## config.mk

```make
export PLATFORM = sky130hd
export DESIGN_NAME = imem_ctrl_flat
export DESIGN_NICKNAME = d
export VERILOG_FILES = /design/src/rtl/imem_ctrl_if.sv /design/src/rtl/imem_ctrl.sv /design/src/flat_wrapper.sv
export SDC_FILE = /design/constraint.sdc
export NUM_CORES = 1
export LEC_CHECK = 0
export CAP_MARGIN = 40
export CORE_ASPECT_RATIO = 0.5
export CORE_MARGIN = 2
export CORE_UTILIZATION = 40
export CTS_BUF_LIST = sky130_fd_sc_hd__clkbuf_16
export DETAILED_ROUTE_END_ITERATION = 8
export GPL_TIMING_DRIVEN = 0
export PLACE_DENSITY_LB_ADDON = 0.3
export SYNTH_ARGS = -nofsm -noshare
export SYNTH_HDL_FRONTEND = slang
export SYNTH_SLANG_ARGS = --single-unit
```

## constraint.sdc

```tcl
create_clock -name i_clk -period 3.09 [get_ports i_clk]
set_input_delay 0.618 -clock i_clk [delete_from_list [all_inputs] [get_ports i_clk]]
set_output_delay 0.618 -clock i_clk [all_outputs]
set_load 0.05 [all_outputs]
```

## src/rtl/imem_ctrl_if.sv

```systemverilog
// Memory-side valid/ready bus of the instruction-memory controller.
// The controller drives the request through the master modport; the memory model or PHY uses slave.
interface imem_ctrl_if #(
  parameter int unsigned XLEN = 32
);
  logic            mem_req;
  logic [XLEN-3:0] mem_addr;
  logic            mem_gnt;
  logic            mem_rvalid;
  logic [31:0]     mem_rdata;
  logic            mem_err;

  modport master (
    output mem_req, mem_addr,
    input  mem_gnt, mem_rvalid, mem_rdata, mem_err
  );

  modport slave (
    input  mem_req, mem_addr,
    output mem_gnt, mem_rvalid, mem_rdata, mem_err
  );
endinterface

```

## src/rtl/imem_ctrl.sv

```systemverilog
// Single-outstanding instruction fetch controller: issues a request on the memory bus, returns
// one word with a one-cycle ack, drops cancelled responses and turns errors/timeouts into NOP+fault.
// Define IMEM_MISALIGN_CHECK_EN to fault misaligned fetch addresses instead of truncating them.
module imem_ctrl #(
  parameter int unsigned     XLEN           = 32,
  parameter logic [XLEN-1:0] MEM_BASE       = '0,
  parameter int unsigned     TIMEOUT_CYCLES = 255
) (
  input  logic            i_clk,
  input  logic            i_rst,
  input  logic            i_inst_req,
  input  logic [XLEN-1:0] i_inst_req_addr,
  input  logic            i_abort,
  output logic [31:0]     o_inst_data,
  output logic            o_inst_ack,
  output logic            o_busy,
  output logic            o_fault,
  imem_ctrl_if.master     mem
);

  localparam logic [2:0] S_IDLE  = 3'd0;
  localparam logic [2:0] S_REQ   = 3'd1;
  localparam logic [2:0] S_WAIT  = 3'd2;
  localparam logic [2:0] S_RESP  = 3'd3;
  localparam logic [2:0] S_DRAIN = 3'd4;

  localparam int unsigned      CNT_W    = $clog2(TIMEOUT_CYCLES + 1);
  localparam logic [CNT_W-1:0] CNT_LAST = CNT_W'(TIMEOUT_CYCLES - 1);
  localparam logic [31:0]      NOP      = 32'h0000_0013;

  logic [2:0]      state_q, state_d;
  logic [XLEN-3:0] addr_q, addr_d;
  logic [31:0]     data_q, data_d;
  logic [CNT_W-1:0] cnt_q, cnt_d;
  logic            stale_q, stale_d;
  logic            fault_q, fault_d;

  logic [XLEN-1:0] rel_addr;
  logic            timeout;
  logic            misalign;

  assign rel_addr = i_inst_req_addr - MEM_BASE;
  // Count reaches TIMEOUT_CYCLES at the end of this cycle, i.e. TIMEOUT_CYCLES cycles in REQ+WAIT.
  assign timeout  = (cnt_q == CNT_LAST);

`ifdef IMEM_MISALIGN_CHECK_EN
  assign misalign = |i_inst_req_addr[1:0];
`else
  assign misalign = 1'b0;
`endif

  always_comb begin
    state_d = state_q;
    addr_d  = addr_q;
    data_d  = data_q;
    cnt_d   = cnt_q;
    stale_d = stale_q;
    fault_d = fault_q;
    case (state_q)
      S_IDLE: begin
        if (i_inst_req && !i_abort) begin
          addr_d  = (XLEN-2)'(rel_addr >> 2);
          cnt_d   = '0;
          stale_d = 1'b0;
          fault_d = 1'b0;
          if (misalign) begin
            state_d = S_RESP;
            data_d  = NOP;
            fault_d = 1'b1;
          end else begin
            state_d = S_REQ;
          end
        end
      end
      S_REQ: begin
        cnt_d   = cnt_q + 1'b1;
        stale_d = stale_q | i_abort;
        if (mem.mem_gnt) begin
          state_d = (stale_q || i_abort) ? S_DRAIN : S_WAIT;
        end else if (timeout) begin
          // Never granted, so no response can follow; a cancelled request just retires.
          if (stale_q || i_abort) begin
            state_d = S_IDLE;
          end else begin
            state_d = S_RESP;
            data_d  = NOP;
            fault_d = 1'b1;
          end
        end
      end
      S_WAIT: begin
        cnt_d = cnt_q + 1'b1;
        if (mem.mem_rvalid) begin
          if (i_abort) begin
            state_d = S_IDLE;
          end else begin
            state_d = S_RESP;
            data_d  = mem.mem_err ? NOP : mem.mem_rdata;
            fault_d = mem.mem_err;
          end
        end else if (i_abort) begin
          state_d = S_DRAIN;
        end else if (timeout) begin
          state_d = S_RESP;
          data_d  = NOP;
          fault_d = 1'b1;
        end
      end
      S_RESP:  state_d = S_IDLE;
      S_DRAIN: if (mem.mem_rvalid) state_d = S_IDLE;
      default: state_d = S_IDLE;
    endcase
  end

  always_ff @(posedge i_clk or posedge i_rst) begin
    if (i_rst) begin
      state_q <= S_IDLE;
      addr_q  <= '0;
      data_q  <= '0;
      cnt_q   <= '0;
      stale_q <= 1'b0;
      fault_q <= 1'b0;
    end else begin
      state_q <= state_d;
      addr_q  <= addr_d;
      data_q  <= data_d;
      cnt_q   <= cnt_d;
      stale_q <= stale_d;
      fault_q <= fault_d;
    end
  end

  assign mem.mem_req  = (state_q == S_REQ);
  assign mem.mem_addr = addr_q;
  assign o_inst_data  = data_q;
  assign o_busy       = (state_q != S_IDLE);
  assign o_inst_ack   = (state_q == S_RESP) && !i_abort;
  assign o_fault      = (state_q == S_RESP) && fault_q && !i_abort;

endmodule

```

## src/flat_wrapper.sv

```systemverilog
// flat-port wrapper written by rule: the top's interface ports become plain ports
module imem_ctrl_flat 
#(
  parameter int unsigned     XLEN           = 32,
  parameter logic [XLEN-1:0] MEM_BASE       = '0,
  parameter int unsigned     TIMEOUT_CYCLES = 255
)
  (i_clk, i_rst, i_inst_req, i_inst_req_addr, i_abort, o_inst_data, o_inst_ack, o_busy, o_fault, mem_mem_req, mem_mem_addr, mem_mem_gnt, mem_mem_rvalid, mem_mem_rdata, mem_mem_err);
  imem_ctrl_if #(.XLEN(XLEN)) mem_i ();
  input  logic i_clk;
  input  logic i_rst;
  input  logic i_inst_req;
  input  logic [XLEN-1:0] i_inst_req_addr;
  input  logic i_abort;
  output logic [31:0] o_inst_data;
  output logic o_inst_ack;
  output logic o_busy;
  output logic o_fault;
  output wire logic [$bits(mem_i.mem_req)-1:0] mem_mem_req;
  output wire logic [$bits(mem_i.mem_addr)-1:0] mem_mem_addr;
  input wire logic [$bits(mem_i.mem_gnt)-1:0] mem_mem_gnt;
  input wire logic [$bits(mem_i.mem_rvalid)-1:0] mem_mem_rvalid;
  input wire logic [$bits(mem_i.mem_rdata)-1:0] mem_mem_rdata;
  input wire logic [$bits(mem_i.mem_err)-1:0] mem_mem_err;
  assign mem_mem_req = mem_i.mem_req;
  assign mem_mem_addr = mem_i.mem_addr;
  assign mem_i.mem_gnt = mem_mem_gnt;
  assign mem_i.mem_rvalid = mem_mem_rvalid;
  assign mem_i.mem_rdata = mem_mem_rdata;
  assign mem_i.mem_err = mem_mem_err;
  imem_ctrl #(.XLEN(XLEN), .MEM_BASE(MEM_BASE), .TIMEOUT_CYCLES(TIMEOUT_CYCLES)) u_core (.i_clk(i_clk), .i_rst(i_rst), .i_inst_req(i_inst_req), .i_inst_req_addr(i_inst_req_addr), .i_abort(i_abort), .o_inst_data(o_inst_data), .o_inst_ack(o_inst_ack), .o_busy(o_busy), .o_fault(o_fault), .mem(mem_i));
endmodule
```

==> flow_metrics.tcl <==
set metrics [dict create \
    drt-initial-drc-count 84 \
    p_leak_nw 2.31 \
    fin_crit_ns 2.97 \
    most-common-layout-cells "clkdlybuf4s50_1 (132), dfrtp_1 (75), nand2_1 (37), mux2_2 (34), inv_1 (33)" \
    final-instance-count-excl-fill 550 \
    gp_routability_congestion 0.815 \
    finalSetupTns_ns 0 \
    overflow 0 \
    synth_seq_cells 75 \
    slew_headroom_pct 52.8 \
    clockBufferDepth 2 \
    clock-sinks 75 \
    r2r_cells 6 \
    min_from "u_core.fault_q" \
    synth_area_per_cell_um2 11.7 \
    seqCellArea_mm2 0.00188 \
    cts-root-buf "clkbuf_16" \
    yosys_warnings 0 \
    grtUsageTotal_pct 16.9 \
    worstSetupPathType "in2out" \
    syn2layout_area_growth_pct 52.1 \
    layout_commonest_cell "clkdlybuf4s50_1" \
    io-pin-count 137 \
    grt_pass1_wl_mm 12.0 \
    async_flop_share_pct 100 \
    drcViolationCount 0 \
    dp_hpwl_mm 5.77 \
    cp.arrival_ns 2.35 \
    cp_data_required_time_ns 2.47 \
    powerDensity_mw_per_mm2 1100 \
    clock_skew_ns 0.00721 \
    routed_wl_mm 7.83 \
    path_max_fanout 7 \
    synth-main-ff-cell "dfrtp_1" \
    cp_top_family "buffers and inverters" \
    antennaDiodeCount 0 \
    netlist_instances 289 \
    period_share_pct 96.0 \
    synth-edff-count 0 \
    hold_path.class "reg2reg" \
    worst_pin_slew_ns 0.704 \
    wl_per_cell_um 14.2 \
    reg2reg_from "u_core.state_q[2]" \
    critPathMaxStageDelay_ns 0.54 \
    row_count 23 \
    initial_utilization_pct 41.7 \
    status "finished, final reports clean" \
    hold_buffers 0 \
    fp.dieH_um 69.0 \
    crit_chain "clkdlybuf4s50_1 > nor2_1 > and3_1 > and2_1 > dlygate4sd2_1" \
    clk_pin_slew_worst_paths_ns 0.05 \
    viasPerCell 4.65 \
    critPathBufInv 2 \
    syn_area_mm2 0.00338 \
    final_util_pct 63.5 \
    finalPower_mw 5.64 \
    synthDistinctLibCells 39 \
    ir_worst_vdd_v 0.000630 \
    synthesis.nets 362 \
    cts_tree "built" \
    htreeDepth 3 \
    io_buffers 134 \
    place_inst 536 \
    r2r_setup_slack_ns 1.10 \
    r2r_end "u_core.o_inst_data[5]" \
    die-area_mm2 0.00924 \
    antenna_left 0 \
    hold-path-cell-count 1 \
    clkLatencyLatePin_ns 0.33 \
    grt_max_degree 61 \
    hold_viol 0 \
    cts_buffers 9 \
    multi_input_area_mm2 0.00127 \
    fin_nets 508 \
    cap_viol_max_count 0 \
    drive_above_1_share_pct 15.1 \
    crit_path_start_kind "input pin" \
    cp_slowest_cell "clkdlybuf4s50_1" \
    ys_seq_area_share_pct 55.6 \
    drtPass1Iterations 4 \
    finalMaxSlewViolations 0 \
    num_vias 2558 \
    grt_pass1_vias 2464 \
    antenna_found_initial 0 \
    core_mm2 0.00809 \
    rsz0062_at_grt "no" \
    hold_end "u_core.fault_q" \
    finalSetupViolCount 0 \
    dieWidth_um 134 \
    end_kind "primary output" \
    fmax_mhz 337 \
    fill_cells 656 \
]
## layout make-up
| class | instances | area share [%] |
|---|---|---|
| repair buffers | 135 | 26.6 |
| inverters | 33 | 2.46 |
| plain buffers | 15 | 2.00 |
| clock inverters | 5 | 0.463 |
| flip-flops and latches | 75 | 36.6 |
| multi-input cells | 166 | 24.8 |
| well taps | 112 | 2.73 |
| clock buffers | 9 | 4.39 |
## kinds of logic (layout without fill, tap and decap cells)
logic type,count (synthesis),count (layout),synth area share [%]
AO/OA/AOI/OAI,30,30,6.45
flip-flops,75,75,55.6
buffers and inverters,48,197,6.71
adder cells (fa/ha/maj),2,2,0.741
XOR/XNOR,3,3,0.778
multiplexers,64,64,20.4
AND/OR/NAND/NOR,67,67,9.34
## registers in the layout, indices dropped and copies added (netlist names)
name	count
u_core.stale_q	1
u_core.fault_q	1
u_core.o_inst_data	32
u_core.mem.mem_addr	30
u_core.state_q	3
u_core.cnt_q	8
## metal layers
layer | wire [um] | part of all wire, % | GRT usage (%) | vias to the layer above
met2 | 4110 | 53 | 31.7 | 54
met3 | 334 | 4.3 | 4.90 | 10
li1 | - | - | - | 1253
met1 | 3280 | 42 | 19.2 | 1241
met5 | 0 | 0 | 0 | -
met4 | 98 | 1.3 | 5.72 | 0
## cell usage after synthesis, drive strengths merged (2+ instances only)
master,number,share of area [%]
nor2,7,0.78
a21oi,7,1.0
xor2,2,0.52
nand2,37,4.1
mux2i,29,8.6
inv,33,3.7
ha,2,0.74
dfrtp,75,56
nand2b,5,0.93
and4,2,0.52
a21o,3,0.67
o31ai,5,1.4
nor2b,2,0.37
or3,3,0.56
mux2,35,12
nand3,3,0.44
o21ai,7,1.0
o211ai,4,1.3
buf,13,2.8
clkbuf,2,0.22
## where the power goes
part	total, mW	switching, mW	internal (mW)
registers	1.61	0.226	1.39
logic	3.15	1.99	1.15
clock network	0.883	0.359	0.524
total	5.64	2.58	3.06
## worst max-delay path by stage
stage	startpoint	to	slack (ns)	cells past startpoint
finish	i_abort	o_fault	0.12	5
global route	i_abort	o_fault	0.07	5
CTS	i_abort	o_fault	0.14	5
detailed placement	i_abort	o_fault	-0.14	5
global placement	i_rst	u_core.o_inst_data[16]	-0.73	2
floorplan	i_rst	u_core.cnt_q[0]	0.56	1
## per-stage QoR
stage | setup WS [ns] | cell area (um^2) | hold slack (ns)
detailed placement | -0.144 | 4890 | 0.490
global route | 0.0662 | 5130 | 0.517
floorplan | 0.562 | 3380 | 0.470
CTS | 0.135 | 5130 | 0.501
finish | 0.125 | 5130 | 0.497
global placement | -0.726 | 4860 | 0.486
## timing repair
action / in CTS / in global routing
buffers inserted: 0 / 0
resized for setup: 2 / 0
endpoints found under the setup margin: 2 / 0
endpoints found under the hold margin: 0 / 0
Note: power is estimated with default switching activity, not from simulation.
==> RTL change 1: new RTL, same settings <==
Register the output `o_fault`, without a reset; this adds one clock of latency there. The other outputs are not delayed to match.
--- a/src/rtl/imem_ctrl.sv
+++ b/src/rtl/imem_ctrl.sv
@@ -137,3 +137,5 @@
   assign o_inst_ack   = (state_q == S_RESP) && !i_abort;
-  assign o_fault      = (state_q == S_RESP) && fault_q && !i_abort;
+  always_ff @(posedge i_clk) begin
+    o_fault <= (state_q == S_RESP) && fault_q && !i_abort;
+  end
 
Formal check against the unedited RTL: not equivalent (a bounded check fails within 4 cycles, from zero or initial values and one cycle with i_rst high).
==> RTL change 1 against the original RTL <==
  * Power increased by 2.1%
  * Via count about the same
  * Wire length decreased by 4.0%
  * Synthesized area increased by 0.78%
  * First-iteration DRC count decreased by 27%
  * Design area increased by 1.2%
  * Combinational power about the same
  * Sequential cell count increased by 1
  * Worst setup slack improved by 0.15 ns
  * Core utilization increased by 0.55 points
  * Critical path type unchanged
==> RTL change 1: results (changes against the original RTL) <==
DP Cell Count=538 (+0.37%); Metal-1 WL=3420 microns (+4.3%); post-synthesis xor/xnor area fraction=0.00772 (-0.0000601); Peak VDD IR=612 uV (-2.8%); first-pass GRT wire length=12600 microns (+5.4%); Seq/total area=0.365 (-0.000549); post-layout net count=510 (+0.39%); final wirelength=7520 microns (-4.0%); #MultiIn Comb=167 (+0.60%); Synthesized Nets=364 (+0.55%); Place WS=-0.0000642 ns (+0.144 ns); area of the multi-input gates=0.00128 sq mm (+0.49%); status=finished, final reports clean; Logic pwr share=0.546 (-0.012); most frequent cells after synthesis=dfrtp_1 (75), nand2_1 (37), inv_1 (34); largest net degree at the start of global routing=59 (-3.3%); register area=0.00190 sq mm (+1.1%); switch share=0.449 (-0.00826); Placed Instance Area=0.00491 sq mm (+0.54%); Slew Limit Headroom=0.557 (+0.0292); FILL cells=676 (+3.0%); net switching power=2.58 mW (+0.26%); Vias=2559 (+0.039%); Max Clock Skew=0.00499 ns (-0.00223 ns); Tot GR Track Use=0.170 (+0.000529); vias per cell=4.63 (-0.50%); post-synthesis async set-or-reset flop share=0.987 (-0.0132); Iter 0 DRT Violations=61 (-27%); CP max-delay cell=dlygate4sd2_1; #FFs+latches synth=76 (+1.3%); area share of fa/ha/maj cells after synthesis=0.00736 (-0.0000573); post-synth cell types=42 (+7.7%); vias in the first global route=2539 (+3.0%); mux contribution to synthesized area=0.202 (-0.00157)
==> RTL change 1: kinds of logic (layout without fill, tap and decap cells) <==
logic type / Yosys count / in the layout
muxes: 64 / 64
DFF: 76 / 76
adders and majority gates: 2 / 2
xor gates and xnor gates: 3 / 3
buffers and inverters: 48 / 198
AOI/OAI and AO/OA: 30 / 30
and+or+nand+nor: 68 / 68
==> RTL change 1: worst paths after layout <==
path	slack (ns)	end	cells past startpoint	from
max in group asynchronous	1.94	u_core.stale_q$_DFFE_PP0P_	3	i_rst
worst max-delay path	0.28	o_inst_ack	4	i_abort
worst max register to register	1.21	u_core.o_inst_data[0]$_DFFE_PP0P_	7	u_core.cnt_q[0]$_DFFE_PP0P_
worst min register to register	0.47	u_core.o_fault$_DFF_P_	1	u_core.fault_q$_DFFE_PP0P_
min in group asynchronous	0.59	u_core.mem.mem_addr[23]$_DFFE_PP0P_	2	i_rst
worst min-delay path	0.47	u_core.o_fault$_DFF_P_	1	u_core.fault_q$_DFFE_PP0P_
==> RTL change 2: new RTL, same flow settings <==
Without the edit above. `TIMEOUT_CYCLES` is set to 255 in 2 places; all go to 510.
--- a/src/rtl/imem_ctrl.sv
+++ b/src/rtl/imem_ctrl.sv
@@ -6,3 +6,3 @@
   parameter logic [XLEN-1:0] MEM_BASE       = '0,
-  parameter int unsigned     TIMEOUT_CYCLES = 255
+  parameter int unsigned     TIMEOUT_CYCLES = 510
 ) (
--- a/src/flat_wrapper.sv
+++ b/src/flat_wrapper.sv
@@ -5,3 +5,3 @@
   parameter logic [XLEN-1:0] MEM_BASE       = '0,
-  parameter int unsigned     TIMEOUT_CYCLES = 255
+  parameter int unsigned     TIMEOUT_CYCLES = 510
 )
Check against the original RTL: same outputs for any inputs over 4 cycles, from zero or initial values and one cycle with i_rst high; that may be too few to reach the edited logic, so the function may still have changed.
==> RTL change 2 against the original RTL <==
  * Design area is 2.4% higher
  * Cell count increased by 13%
  * Hold slack got worse by 0.026 ns
  * Power down 0.68%
  * Sequential cell count increased by 1
  * Worst setup slack better by 0.083 ns
  * First-iteration DRC count rose by 23%
  * Wire length up 1.5%
  * Synthesized area up 1.2%
  * Highest routed layer unchanged
==> RTL change 2: results (changes against the original RTL) <==
Place WS=-0.0847 ns (+0.0592 ns); DP Cell Count=606 (+13%); internal power=3.07 mW (+0.16%); total power draw=5.60 mW (-0.68%); Iter 0 DRT Violations=103 (+23%); Placed Instance Area=0.00493 sq mm (+0.84%); Peak VDD IR=741 uV (+18%); Logic pwr share=0.516 (-0.042); vias per cell=4.65 (about the same); r2r worst-path depth=7 (+1); arrival time at the worst endpoint=2.26 ns (-0.09 ns); top post-synthesis cells by area=dfrtp_1 (56%), nand2_1 (14%), mux2i_1 (8.5%); Min-Delay Endpoint=u_core.mem.mem_addr[23]$_DFFE_PP0P_; met2 usage=0.295 (-0.0217); Leak=2.54 nW (+10%); share of the yosys chip area belonging to registers=0.557 (+0.000605); area of the multi-input gates=0.00130 sq mm (+2.2%); status=finished, final reports clean; first-pass GRT wire length=13100 microns (+9.9%); met2 WL=3810 microns (-7.3%); Vias=2890 (+13%); clock network share of area=0.0619 (+0.0134); routed wire length per instance=12.8 microns (-10%); number of gates resized after cts=1 (-1); Max Clock Skew=0.00480 ns (-0.00241 ns); Synth Instances=359 (+24%); register area=0.00190 sq mm (+1.3%); GRT met3 Usage=0.0563 (+0.00731); hpwl dp=5880 microns (+2.0%); worst hold slack=0.471 ns (-0.0257 ns); capturing point of the worst reg2reg path=u_core.o_inst_data[0]$_DFFE_PP0P_; Slew Limit Headroom=0.566 (+0.0377)
RTL change 2: cell count changes after synthesis, moves of 3 or more:
cell	unedited run	this run
nand2_1	37	129
o31ai_1	3	0
mux2_2	34	3
o21ai_0	7	10
a21oi_1	7	4
clkbuf_1	2	6
RTL change 2: how the worst max path moves through the flow:
stage	startpoint	end	slack [ns]	cells after the start
detailed placement	i_abort	o_fault	-0.08	5
global route	i_abort	o_fault	0.11	5
floorplan	i_rst	u_core.cnt_q[0]$_DFFE_PP0P_	0.53	1
global placement	i_rst	u_core.mem.mem_addr[14]$_DFFE_PP0P_	-0.80	2
finish	i_abort	o_fault	0.21	5
CTS	i_abort	o_inst_ack	0.03	4
RTL change 2: cell families after synthesis:
group	after synthesis	share of synthesized area
and+or+nand+nor	164	0.204
DFF	76	0.557
buffers and inverters	50	0.0630
muxes	33	0.0992
AOI/OAI and AO/OA	31	0.0626
xor gates and xnor gates	3	0.00769
adders and majority gates	2	0.00732
